==> config.mk <==
export PLATFORM = sky130hd
export DESIGN_NAME = seven_seg_scan
export DESIGN_NICKNAME = d
export VERILOG_FILES = /design/src/rtl/seven_seg_scan.sv
export SDC_FILE = /design/constraint.sdc
export NUM_CORES = 1
export LEC_CHECK = 0
export ABC_AREA = 1
export CORE_MARGIN = 2
export CORE_UTILIZATION = 45
export CTS_BUF_LIST = sky130_fd_sc_hd__clkbuf_4
export CTS_CLUSTER_DIAMETER = 50
export CTS_CLUSTER_SIZE = 20
export DETAILED_ROUTE_END_ITERATION = 10
export PLACE_DENSITY = 0.76
export REMOVE_ABC_BUFFERS = 1
export SYNTH_ARGS = -nofsm -noshare
export SYNTH_HDL_FRONTEND = slang
export SYNTH_SLANG_ARGS = --single-unit
==> constraint.sdc <==
create_clock -name clk -period 3.1 [get_ports clk]
set_input_delay 0.31 -clock clk [delete_from_list [all_inputs] [get_ports clk]]
set_output_delay 0.31 -clock clk [all_outputs]
set_load 0.02 [all_outputs]
==> src/rtl/seven_seg_scan.sv <==
// seven_seg_scan: multiplexed common-anode 7-segment scanner.
// Captures a packed hex word into shadow registers on load and scans one digit at a
// time. Each digit is driven for REFRESH_DIV cycles, followed by an optional all-off
// guard gap of GUARD_CYCLES cycles to suppress ghosting. All outputs are registered.
// Optional feature: define SEVEN_SEG_LEADING_ZERO_BLANK_EN to blank leading zero digits
// (digit 0 is always shown).
module seven_seg_scan #(
    parameter int DIGITS       = 4,
    parameter int REFRESH_DIV  = 50000,
    parameter int GUARD_CYCLES = 16
) (
    input  logic                  clk,
    input  logic                  reset,
    input  logic [DIGITS*4-1:0]   value,
    input  logic [DIGITS-1:0]     dp_mask,
    input  logic                  load,
    output logic [DIGITS-1:0]     an,
    output logic [6:0]            seg,
    output logic                  dp
);

    localparam int CntMax = (REFRESH_DIV > GUARD_CYCLES) ? REFRESH_DIV : GUARD_CYCLES;
    // Counter only has to hold CntMax-1.
    localparam int CntW   = (CntMax > 1) ? $clog2(CntMax) : 1;
    localparam int IdxW   = (DIGITS > 1) ? $clog2(DIGITS) : 1;

    localparam logic [CntW-1:0] DriveLast = CntW'(REFRESH_DIV - 1);
    localparam logic [CntW-1:0] GuardLast = (GUARD_CYCLES > 0) ? CntW'(GUARD_CYCLES - 1) : '0;
    localparam logic [IdxW-1:0] IdxLast   = IdxW'(DIGITS - 1);
    localparam bit              HasGuard  = (GUARD_CYCLES > 0);

    localparam logic [0:0] StDrive = 1'b0;
    localparam logic [0:0] StGuard = 1'b1;

    logic [DIGITS*4-1:0] shadow_val_q, shadow_val_d;
    logic [DIGITS-1:0]   shadow_dp_q, shadow_dp_d;
    logic [0:0]          state_q, state_d;
    logic [IdxW-1:0]     idx_q, idx_d;
    logic [CntW-1:0]     cnt_q, cnt_d;
    logic [DIGITS-1:0]   an_q, an_d;
    logic [6:0]          seg_q, seg_d;
    logic                dp_q, dp_d;

    logic [IdxW-1:0]     idx_next;
    logic [3:0]          digit_sel;
    logic                dp_sel;
    logic                lit_sel;
    logic [DIGITS-1:0]   an_sel;
    logic [DIGITS-1:0]   keep;

    // Active-low {g,f,e,d,c,b,a} hex decode.
    function automatic logic [6:0] hex7(input logic [3:0] d);
        logic [6:0] s;
        case (d)
            4'h0: s = 7'h40;
            4'h1: s = 7'h79;
            4'h2: s = 7'h24;
            4'h3: s = 7'h30;
            4'h4: s = 7'h19;
            4'h5: s = 7'h12;
            4'h6: s = 7'h02;
            4'h7: s = 7'h78;
            4'h8: s = 7'h00;
            4'h9: s = 7'h10;
            4'hA: s = 7'h08;
            4'hB: s = 7'h03;
            4'hC: s = 7'h46;
            4'hD: s = 7'h21;
            4'hE: s = 7'h06;
            default: s = 7'h0E;
        endcase
        return s;
    endfunction

    // Shadow capture: display only follows value when load is pulsed.
    always_comb begin
        shadow_val_d = load ? value   : shadow_val_q;
        shadow_dp_d  = load ? dp_mask : shadow_dp_q;
    end

    // Drive/guard FSM with shared prescale counter and digit index.
    always_comb begin
        state_d  = state_q;
        idx_d    = idx_q;
        cnt_d    = cnt_q + CntW'(1);
        idx_next = (idx_q == IdxLast) ? '0 : idx_q + IdxW'(1);
        if (state_q == StDrive) begin
            if (cnt_q == DriveLast) begin
                cnt_d = '0;
                if (HasGuard) begin
                    state_d = StGuard;
                end else begin
                    idx_d = idx_next;
                end
            end
        end else begin
            if (cnt_q == GuardLast) begin
                cnt_d   = '0;
                idx_d   = idx_next;
                state_d = StDrive;
            end
        end
    end

    // Which digits may light: all, or only those at/below the top nonzero digit.
    always_comb begin
`ifdef SEVEN_SEG_LEADING_ZERO_BLANK_EN
        logic above;
        above = 1'b0;
        keep  = '0;
        for (int i = DIGITS - 1; i >= 0; i--) begin
            above   = above | (|shadow_val_q[i*4 +: 4]);
            keep[i] = above | (i == 0);
        end
`else
        keep = '1;
`endif
    end

    // Select the current digit and compute next registered outputs.
    always_comb begin
        digit_sel = '0;
        dp_sel    = 1'b0;
        lit_sel   = 1'b0;
        an_sel    = '1;
        for (int i = 0; i < DIGITS; i++) begin
            if (idx_q == IdxW'(i)) begin
                digit_sel = shadow_val_q[i*4 +: 4];
                dp_sel    = shadow_dp_q[i];
                lit_sel   = keep[i];
                an_sel[i] = 1'b0;
            end
        end
        if (state_q == StDrive && lit_sel) begin
            an_d  = an_sel;
            seg_d = hex7(digit_sel);
            dp_d  = ~dp_sel;
        end else begin
            an_d  = '1;
            seg_d = 7'h7F;
            dp_d  = 1'b1;
        end
    end

    // State and output registers; reset blanks the display at once.
    always_ff @(posedge clk or posedge reset) begin
        if (reset) begin
            shadow_val_q <= '0;
            shadow_dp_q  <= '0;
            state_q      <= StDrive;
            idx_q        <= '0;
            cnt_q        <= '0;
            an_q         <= '1;
            seg_q        <= 7'h7F;
            dp_q         <= 1'b1;
        end else begin
            shadow_val_q <= shadow_val_d;
            shadow_dp_q  <= shadow_dp_d;
            state_q      <= state_d;
            idx_q        <= idx_d;
            cnt_q        <= cnt_d;
            an_q         <= an_d;
            seg_q        <= seg_d;
            dp_q         <= dp_d;
        end
    end

    assign an  = an_q;
    assign seg = seg_q;
    assign dp  = dp_q;

endmodule

; Yosys cells after proc, flatten, opt, wreduce, memory -nomap -nowiden
; Memories as Yosys holds them, arrays and structs flattened.
; Index checks and enable logic that the tools add are counted.
[word_totals]
elab_cells = 47
ram_bits = 0
in_bits = 23
latch_bits = 0
output_inout_bits = 12
n_memories = 1
reg_bits = 51
mem_bits_ro = 112
[mem_list]
columns = memory, depth, width, rd, rd_clocked_by_memory_dff, write_ports, line_no
row1 = (no name shown), 16, 7, 1, 0, 0, 54  ; case (d)
[op_classes]
reduce_logical = 3
eq_ne = 5
shift = 0
order_cmp = 0
mul = 0
div_mod_pow = 0
bitwise = 2
addsub = 2
muxes = 26
[op_table]
columns = op, n
row1 = two-way mux 16 bit, 3
row2 = two-way mux 4 bit, 5
row3 = adder 16 x 1 -> 16 bit (second input constant), 1
row4 = == test 16 bit (second input constant), 1
row5 = == test 16 x 4 -> 1 bit (second input constant), 1
row6 = two-way mux 1 bit, 16
row7 = two-way mux 7 bit, 1
row8 = == test 2 bit (second input constant), 2
row9 = adder 2 x 1 -> 2 bit (second input constant), 1
row10 = == test 2 x 1 -> 1 bit (second input constant), 1
row11 = zero test 2 bit, 1
row12 = two-way mux 2 bit, 1
row13 = inverter 1 bit, 2
row14 = AND reduction 2 bit, 1
row15 = logical AND 1 bit, 1

; Depth between registers and ports, before layout
; Gate-level depths: netlist of the first run.
[logic_depth]
ltp_word = 7
depth_mapped = 15

; Worst setup path before layout of the first run
; OpenSTA, ideal clock, no wires.
[synth_timing]
kind = register to register
start = register idx_q[0]
end = register seg_q[3], in the netlist seg[3]
path_stages_with_launch = 13
slack_ns = 1.280
synth_period_minus_slack_ns = 1.820
setup_ns = 0.084
arrival_ns = 1.736
path_cell_list = dfrtp_1 -> inv_1 -> ha_1 -> buf_2 -> a21oi_1 -> nand2_1 -> nand2_1 -> inv_1 -> ha_1 -> nand3_1 -> nand2_1 -> nand2_1 -> nand3_1
[synth_between]
elab_chain_cells = 7
[synth_rtl]
columns = item, line_no
row1 = from (decl), 38  ; logic [IdxW-1:0] idx_q, idx_d;
row2 = from (signal assigned), 160  ; idx_q <= idx_d;
row3 = zero test 2 bit, 127  ; if (idx_q == IdxW'(i)) begin
row4 = two-way mux 4 bit / two-way mux 1 bit (equally long branches) (4 in a row), 127
row5 = memory (16 x 7 bit) / logical AND 1 bit (equally long branches), n/a
row6 = two-way mux 7 bit (*), 134  ; if (state_q == StDrive && lit_sel) begin
row7 = via seg_d[3], 41  ; logic [6:0] seg_q, seg_d;
row8 = to (signal assigned), 163  ; seg_q <= seg_d;
row9 = to (decl), 41
; Mark *: on every way through the listed nets, which the timed path passes. The rest lies on a longest branch.
; A chain may end at the register's enable or synchronous reset.

; Final worst setup path of the first run
[layout_timing]
start = register idx_q[1]
end = register seg_q[3], in the netlist seg[3]
; Same word-level chain as after synthesis.

==> results.py, run 1 <==
metrics = {
    "sta": {
        "fin_crit_ns": 2.211,
        "finalClockSkew_ns": 0.01346,
        "maxSlewHeadroom_pct": 32.18,
        "setup_violations": 0,
        "rsz0062_at_grt": "no",
        "fin_crit_sh_pct": 71.33,
        "final-max-slew-violation-count": 0,
        "fmax_mhz": 452.2,
        "hold_ws_ns": 0.4501,
        "fin_ws_ns": 0.8887,
        "tns_ns": 0,
        "max_slew.worst_pin.slew_ns": 1.016,
        "hold_viol": 0,
    },
    "global_routing": {
        "grt_max_degree": 52,
        "grt_pass1_wl_microns": 9929,
        "grt_util_all_layers_pct": 17.22,
        "grt_overflow": 0,
        "grt_pass1_vias": 2220,
        "antenna_found_initial": 0,
    },
    "synth": {
        "synth_area_sq_um": 2816,
        "synth_area_leaders": "dfrtp_1, nand2_1, dfstp_2",
        "synth.avg_cell_area_sq_um": 8.333,
        "yosys_warnings": 0,
        "yosysSeqAreaShare_pct": 45.85,
        "synth_seq_cells": 51,
        "post_synth_inst_count": 338,
        "synth_cell_type_count": 31,
        "synth_area_leader_cell": "dfrtp_1",
        "synth_top_area_share_pct": 34.65,
    },
    "final_layout": {
        "nFillCells": 551,
        "nNetsFinal": 405,
        "n_antenna_cell": 0,
        "layout.cells.non_filler": 447,
        "syn_to_final_growth_pct": 16.79,
        "final_layout_size_suffix_gt1_share_pct": 14.25,
    },
    "floorplan": {
        "fp-row-count": 28,
        "initial_core_util_pct": 47.01,
        "core_region_area_sq_um": 5991,
        "die_y_microns": 83.11,
        "die_w_microns": 83.11,
        "dieArea_sq_um": 6907,
        "ios": 35,
    },
    "placement": {
        "dp_hpwl_microns": 4258,
        "io_buffers": 34,
        "pre_cts_ws_ns": 0.9478,
        "globalplace.congestion": 0.9144,
        "dp.cells": 439,
    },
    "routing": {
        "wl_per_cell_microns": 12.75,
        "first_iter_violations": 156,
        "dr_total_vias": 2269,
        "ant_nets": 0,
        "drc": 0,
        "vias_per_cell": 5.076,
        "first_pass_iters": 4,
        "finalWirelength_microns": 5698,
    },
    "pwr": {
        "p_seq_share_pct": 55.2,
        "ir_worst_vdd_uv": 205.3,
        "p_sw_uw": 349.0,
        "internal-power_uw": 987.7,
        "comb_power_share_pct": 15.7,
        "total_power_mw": 1.337,
        "powerDensity_nw_per_um2": 406.4,
        "clockPowerShare_pct": 29.1,
        "swShare_pct": 26.11,
        "leakage_nw": 1.588,
    },
    "clock_network": {
        "cts_hold_buf": 0,
        "tritoncts": "done",
        "cts_sinks": 51,
        "cts_buffer_depth": 2,
        "cts_setup_buffers": 0,
        "clk_latency_ns": 0.37,
        "htreeDepth": 2,
        "cts-buffers-inserted": 5,
        "cts.clk_slew.worst_paths_ns": 0.15,
        "cts_root_buffer": "clkbuf_4",
        "cts-resized-gates": 0,
    },
    "worst_hold_path": {
        "hold_path.class": "reg -> reg",
    },
    "worst_setup_path": {
        "worst_setup_path_end_kind": "register",
        "path_buf_inv": 3,
        "path_cells": "inv_1 -> ha_1 -> inv_1 -> nand3_1 -> nand2_1 -> nand2_1 -> nand2_1 -> nand2_1 -> inv_1 -> ha_1 -> nand3_1 -> nand2_1 -> nand2_1 -> nand3_1",
        "cpMaxStageDelayCell": "dfrtp_1",
        "crit_top_cell": "nand2_1",
        "cp.required_ns": 3.40,
        "crit_type": "reg -> reg",
        "critPathMaxStageDelay_ns": 0.45,
        "cpLargestDelayFamily": "simple AND/OR/NAND/NOR gates",
        "cp-start-kind": "register",
        "cp.arrival_ns": 2.51,
        "worst-path-max-fanout": 11,
    },
    "job": {
        "maxCapViolations": 0,
    },
    "status": {
        "status": "complete, no violations",
    },
}
-- final cells by class --
cell class	instances	area [sq um]	area share [%]
inverter	42	157.7	4.793
timing repair buffer	35	347.8	10.57
tap	75	93.84	2.853
clock buffer	5	37.54	1.141
sequential	51	1291	39.25
multi-input combinational	236	1318	40.05
clock inverter	3	43.79	1.331
-- routing by layer --
layer | GRT usage (%) | part of all wire, % | vias up
met5 | 0 | 0 | -
met4 | 4.024 | 0.74 | 0
met3 | 3.678 | 4.3 | 5
met2 | 28.96 | 47 | 62
met1 | 22.79 | 48 | 1058
li1 | - | - | 1144
-- per-stage QoR --
step | utilization (%) | area, sq um
2_1_floorplan | - | 2766
3_3_place_gp | 53.55 | 3208
3_5_place_dp | 53.55 | 3208
4_1_cts | 54.91 | 3289
5_1_grt | 54.91 | 3289
6_report | 54.91 | 3289
-- cells in the final DEF (no fill, tap or decap), drive strengths merged, types with 3 or more instances in the layout --
cell type,synthesis,routed
inv,41,41
xor2,11,11
dfrtp,39,39
mux2,13,13
o21ai,10,10
dfstp,12,12
clkinv,1,3
nand3,36,36
nand2,97,97
clkdlybuf4s50,0,34
nand4,8,8
a21oi,11,11
clkbuf,1,5
nor2,28,28
nor3,6,6
ha,11,11
-- power groups by stage --
stage / clock network [mW] / logic, mW / registers [mW]
after floorplan: 0 / 0.0994 / 0.768
after global placement: 0 / 0.209 / 0.750
after detailed placement: 0 / 0.210 / 0.751
after CTS: 0.408 / 0.211 / 0.739
after global routing: 0.433 / 0.236 / 0.744
final: 0.389 / 0.210 / 0.738
-- worst register-to-register path: cells and delay by family (launching register included) --
family	cells	cell delay, ns
buffers and inverters	3	0.33
flip-flops	1	0.45
AND/OR/NAND/NOR	9	0.74
adder cells (fa/ha/maj)	2	0.63
-- Yosys cell counts --
master / count
nand3_1: 33
inv_2: 4
nor2_2: 2
dfrtp_1: 39
nor3b_2: 1
clkbuf_1: 1
o21ai_0: 8
a21oi_2: 1
xnor2_1: 1
nor3_2: 2
nand4_2: 1
ha_1: 11
nor2_4: 2
nand4_1: 7
o211ai_1: 1
inv_1: 37
nand2_2: 2
nand2_1: 95
nand3_2: 3
nor2_1: 24
nor3_1: 4
o21ai_1: 2
buf_6: 1
clkinv_1: 1
buf_2: 7
a21oi_1: 10
mux2_2: 13
xor2_1: 11
dfstp_2: 12
a22oi_1: 1
nor4_1: 1
-- kinds of logic after synthesis --
logic type | after synthesis | share of synthesized area [%]
compound gates | 23 | 4.398
xor+xnor | 12 | 3.732
fa+ha+maj | 11 | 4.887
buf+inv | 51 | 7.374
flops | 51 | 45.85
mux | 13 | 5.198
simple gates | 177 | 28.57
-- registers in the layout, summed over array words and instances (netlist names) --
name and cells:
cnt_q 16, seg 7, state_q 1, an 4, dp 1, shadow_dp_q 4
shadow_val_q 16, idx_q 2
-- final timing paths --
check	start	to	slack, ns	cells past startpoint
worst max-delay path	idx_q[1]	seg[3]	0.89	14
worst min-delay path	shadow_dp_q[3]	dp	0.45	1
worst max register to register	idx_q[1]	seg[3]	0.89	14
worst min register to register	shadow_dp_q[3]	dp	0.45	1
max in group asynchronous	reset	cnt_q[7]	2.00	2
min in group asynchronous	reset	cnt_q[0]	0.48	2
(Power assumes the default switching activity.)
==> run 2, diff against run 1 <==
- PLACE_DENSITY: 0.76 -> 0.78
- clock period: 3.1 -> 1.99 ns (I/O delays scaled with it)
==> results.py, run 2 (synthesis gave the netlist of run 1 again) <==
metrics = {
    "status": {
        "status": "complete, no violations",
    },
    "clock_network": {
        "cts-buffers-inserted": 5,
        "cts.clk_slew.worst_paths_ns": 0.15,
        "cts_buffer_depth": 2,
        "cts_sinks": 51,
        "htreeDepth": 2,
        "clk_latency_ns": 0.38,
        "cts_root_buffer": "clkbuf_4",
        "tritoncts": "done",
    },
    "global_routing": {
        "antenna_found_initial": 0,
        "grt_overflow": 0,
        "grt_util_all_layers_pct": 18.87,
        "grt_max_degree": 52,
        "grt_pass1_vias": 2335,
        "grt_pass1_wl_microns": 10690,
    },
    "placement": {
        "pre_cts_ws_ns": -0.02695,
        "io_buffers": 34,
        "globalplace.congestion": 0.9279,
        "dp_hpwl_microns": 4526,
    },
    "worst_setup_path": {
        "path_buf_inv": 2,
        "cp.required_ns": 2.32,
        "crit_type": "reg -> reg",
        "path_cells": "inv_2 -> ha_4 -> inv_2 -> nor2_4 -> nand2_2 -> nand2_1 -> nand2_1 -> nand2_1 -> nand2_2 -> ha_4 -> nand3_2 -> nor2_1 -> nor2_1 -> nand2_1",
        "cpMaxStageDelayCell": "dfrtp_1",
        "worstSetupStartpoint": "idx_q[0]",
        "crit_top_cell": "nand2_1",
        "worst_setup_path_end_kind": "register",
        "critPathMaxStageDelay_ns": 0.45,
        "worst-path-max-fanout": 5,
        "cp-start-kind": "register",
        "r2r-start": "idx_q[0]",
        "cp.arrival_ns": 2.25,
        "cpLargestDelayFamily": "simple AND/OR/NAND/NOR gates",
    },
    "sta": {
        "fin_ws_ns": 0.06542,
        "hold_viol": 0,
        "fmax_mhz": 519.6,
        "setup_violations": 0,
        "fin_crit_sh_pct": 96.71,
        "final-max-slew-violation-count": 0,
        "max_slew.worst_pin.slew_ns": 0.4557,
        "maxSlewHeadroom_pct": 69.59,
        "finalClockSkew_ns": 0.01921,
        "tns_ns": 0,
        "rsz0062_at_grt": "yes",
        "fin_crit_ns": 1.925,
    },
    "routing": {
        "vias_per_cell": 5.193,
        "first_pass_iters": 4,
        "wl_per_cell_microns": 13.65,
        "drc": 0,
        "dr_total_vias": 2373,
        "ant_nets": 0,
        "finalWirelength_microns": 6240,
        "first_iter_violations": 226,
    },
    "final_layout": {
        "n_antenna_cell": 0,
        "final_common_cell": "nand2_1",
        "syn_to_final_growth_pct": 24.39,
        "mostFrequentLayoutCells": "nand2_1, dfrtp_1, clkdlybuf4s50_1",
        "nNetsFinal": 415,
        "final_layout_size_suffix_gt1_share_pct": 22.25,
        "utilization_pct": 58.48,
    },
    "worst_hold_path": {
        "hold_path.class": "in -> async",
    },
    "floorplan": {
        "dieArea_sq_um": 6907,
        "core_region_area_sq_um": 5991,
        "ios": 35,
        "fp-row-count": 28,
        "die_w_microns": 83.11,
        "initial_core_util_pct": 47.01,
        "die_y_microns": 83.11,
    },
    "pwr": {
        "ir_worst_vdd_uv": 354.7,
        "leakage_nw": 1.646,
        "powerDensity_nw_per_um2": 601.3,
    },
    "job": {
        "maxCapViolations": 0,
    },
}
run 2: cell types whose count changed in the layout (fill, tap and decap cells not counted), moves of 2 or more:
cell     previous run  this run
buf_4               1         9
ha_1               11         5
ha_4                0         6
inv_1              36        31
inv_2               5         9
nand2_1            95        88
nand2_2             2         8
nand3_1            33        30
nand3_2             3         5
run 2: metal layers:
layer | up-vias | routed length (microns) | GRT usage [%]
li1 | 1161 | - | -
met1 | 1110 | 2705 | 24.35
met2 | 84 | 3065 | 31.01
met3 | 18 | 310 | 3.877
met4 | 0 | 158 | 7.601
met5 | - | 0 | 0
run 2: final timing paths:
check,to,slack (ns),depth (start not counted)
worst max register to register,seg[1],0.07,14
worst min register to register,dp,0.46,1
worst max-delay path,seg[1],0.07,14
min in group clk,shadow_val_q[11],0.35,3
worst min-delay path,cnt_q[1],0.16,3
max in group asynchronous,dp,1.54,3
run 2: worst min-delay path: cells and delay by family:
kind | cells | cell delay [ns]
buffers and inverters | 3 | 0.74
run 2: cell type report:
cell class | instances | area [sq um]
Sequential cell | 51 | 1292
Timing Repair Buffer | 45 | 439.2
Multi-Input combinational cell | 236 | 1441
Clock inverter | 3 | 38.79
Inverter | 42 | 160.2
Tap cell | 75 | 93.84
Fill cell | 533 | 2487
Clock buffer | 5 | 37.54
run 2: through the flow:
stage                     instances  hold WS [ns]  power (mW)  cell area, sq um
final                           457        0.1645       2.107              3503
after global routing            457        0.1859       2.222              3503
after CTS                       453        0.1682       2.095              3352
after detailed placement        444        0.4476       1.507              3258
after global placement          444        0.4259       1.495              3258
after floorplan                 329        0.3063       1.352              2766
run 2: power breakdown:
group,total (mW),internal (mW),switching (mW)
registers,1.15,1.12,0.0328
logic,0.371,0.176,0.195
clock network,0.583,0.259,0.325
run 2: timing repair:
item                       in CTS  in global routing
buffers inserted                1                  4
setup endpoints to repair       4                  7
hold buffers                    0                  0
pin swaps                       0                  9
gates resized for setup         5                 27
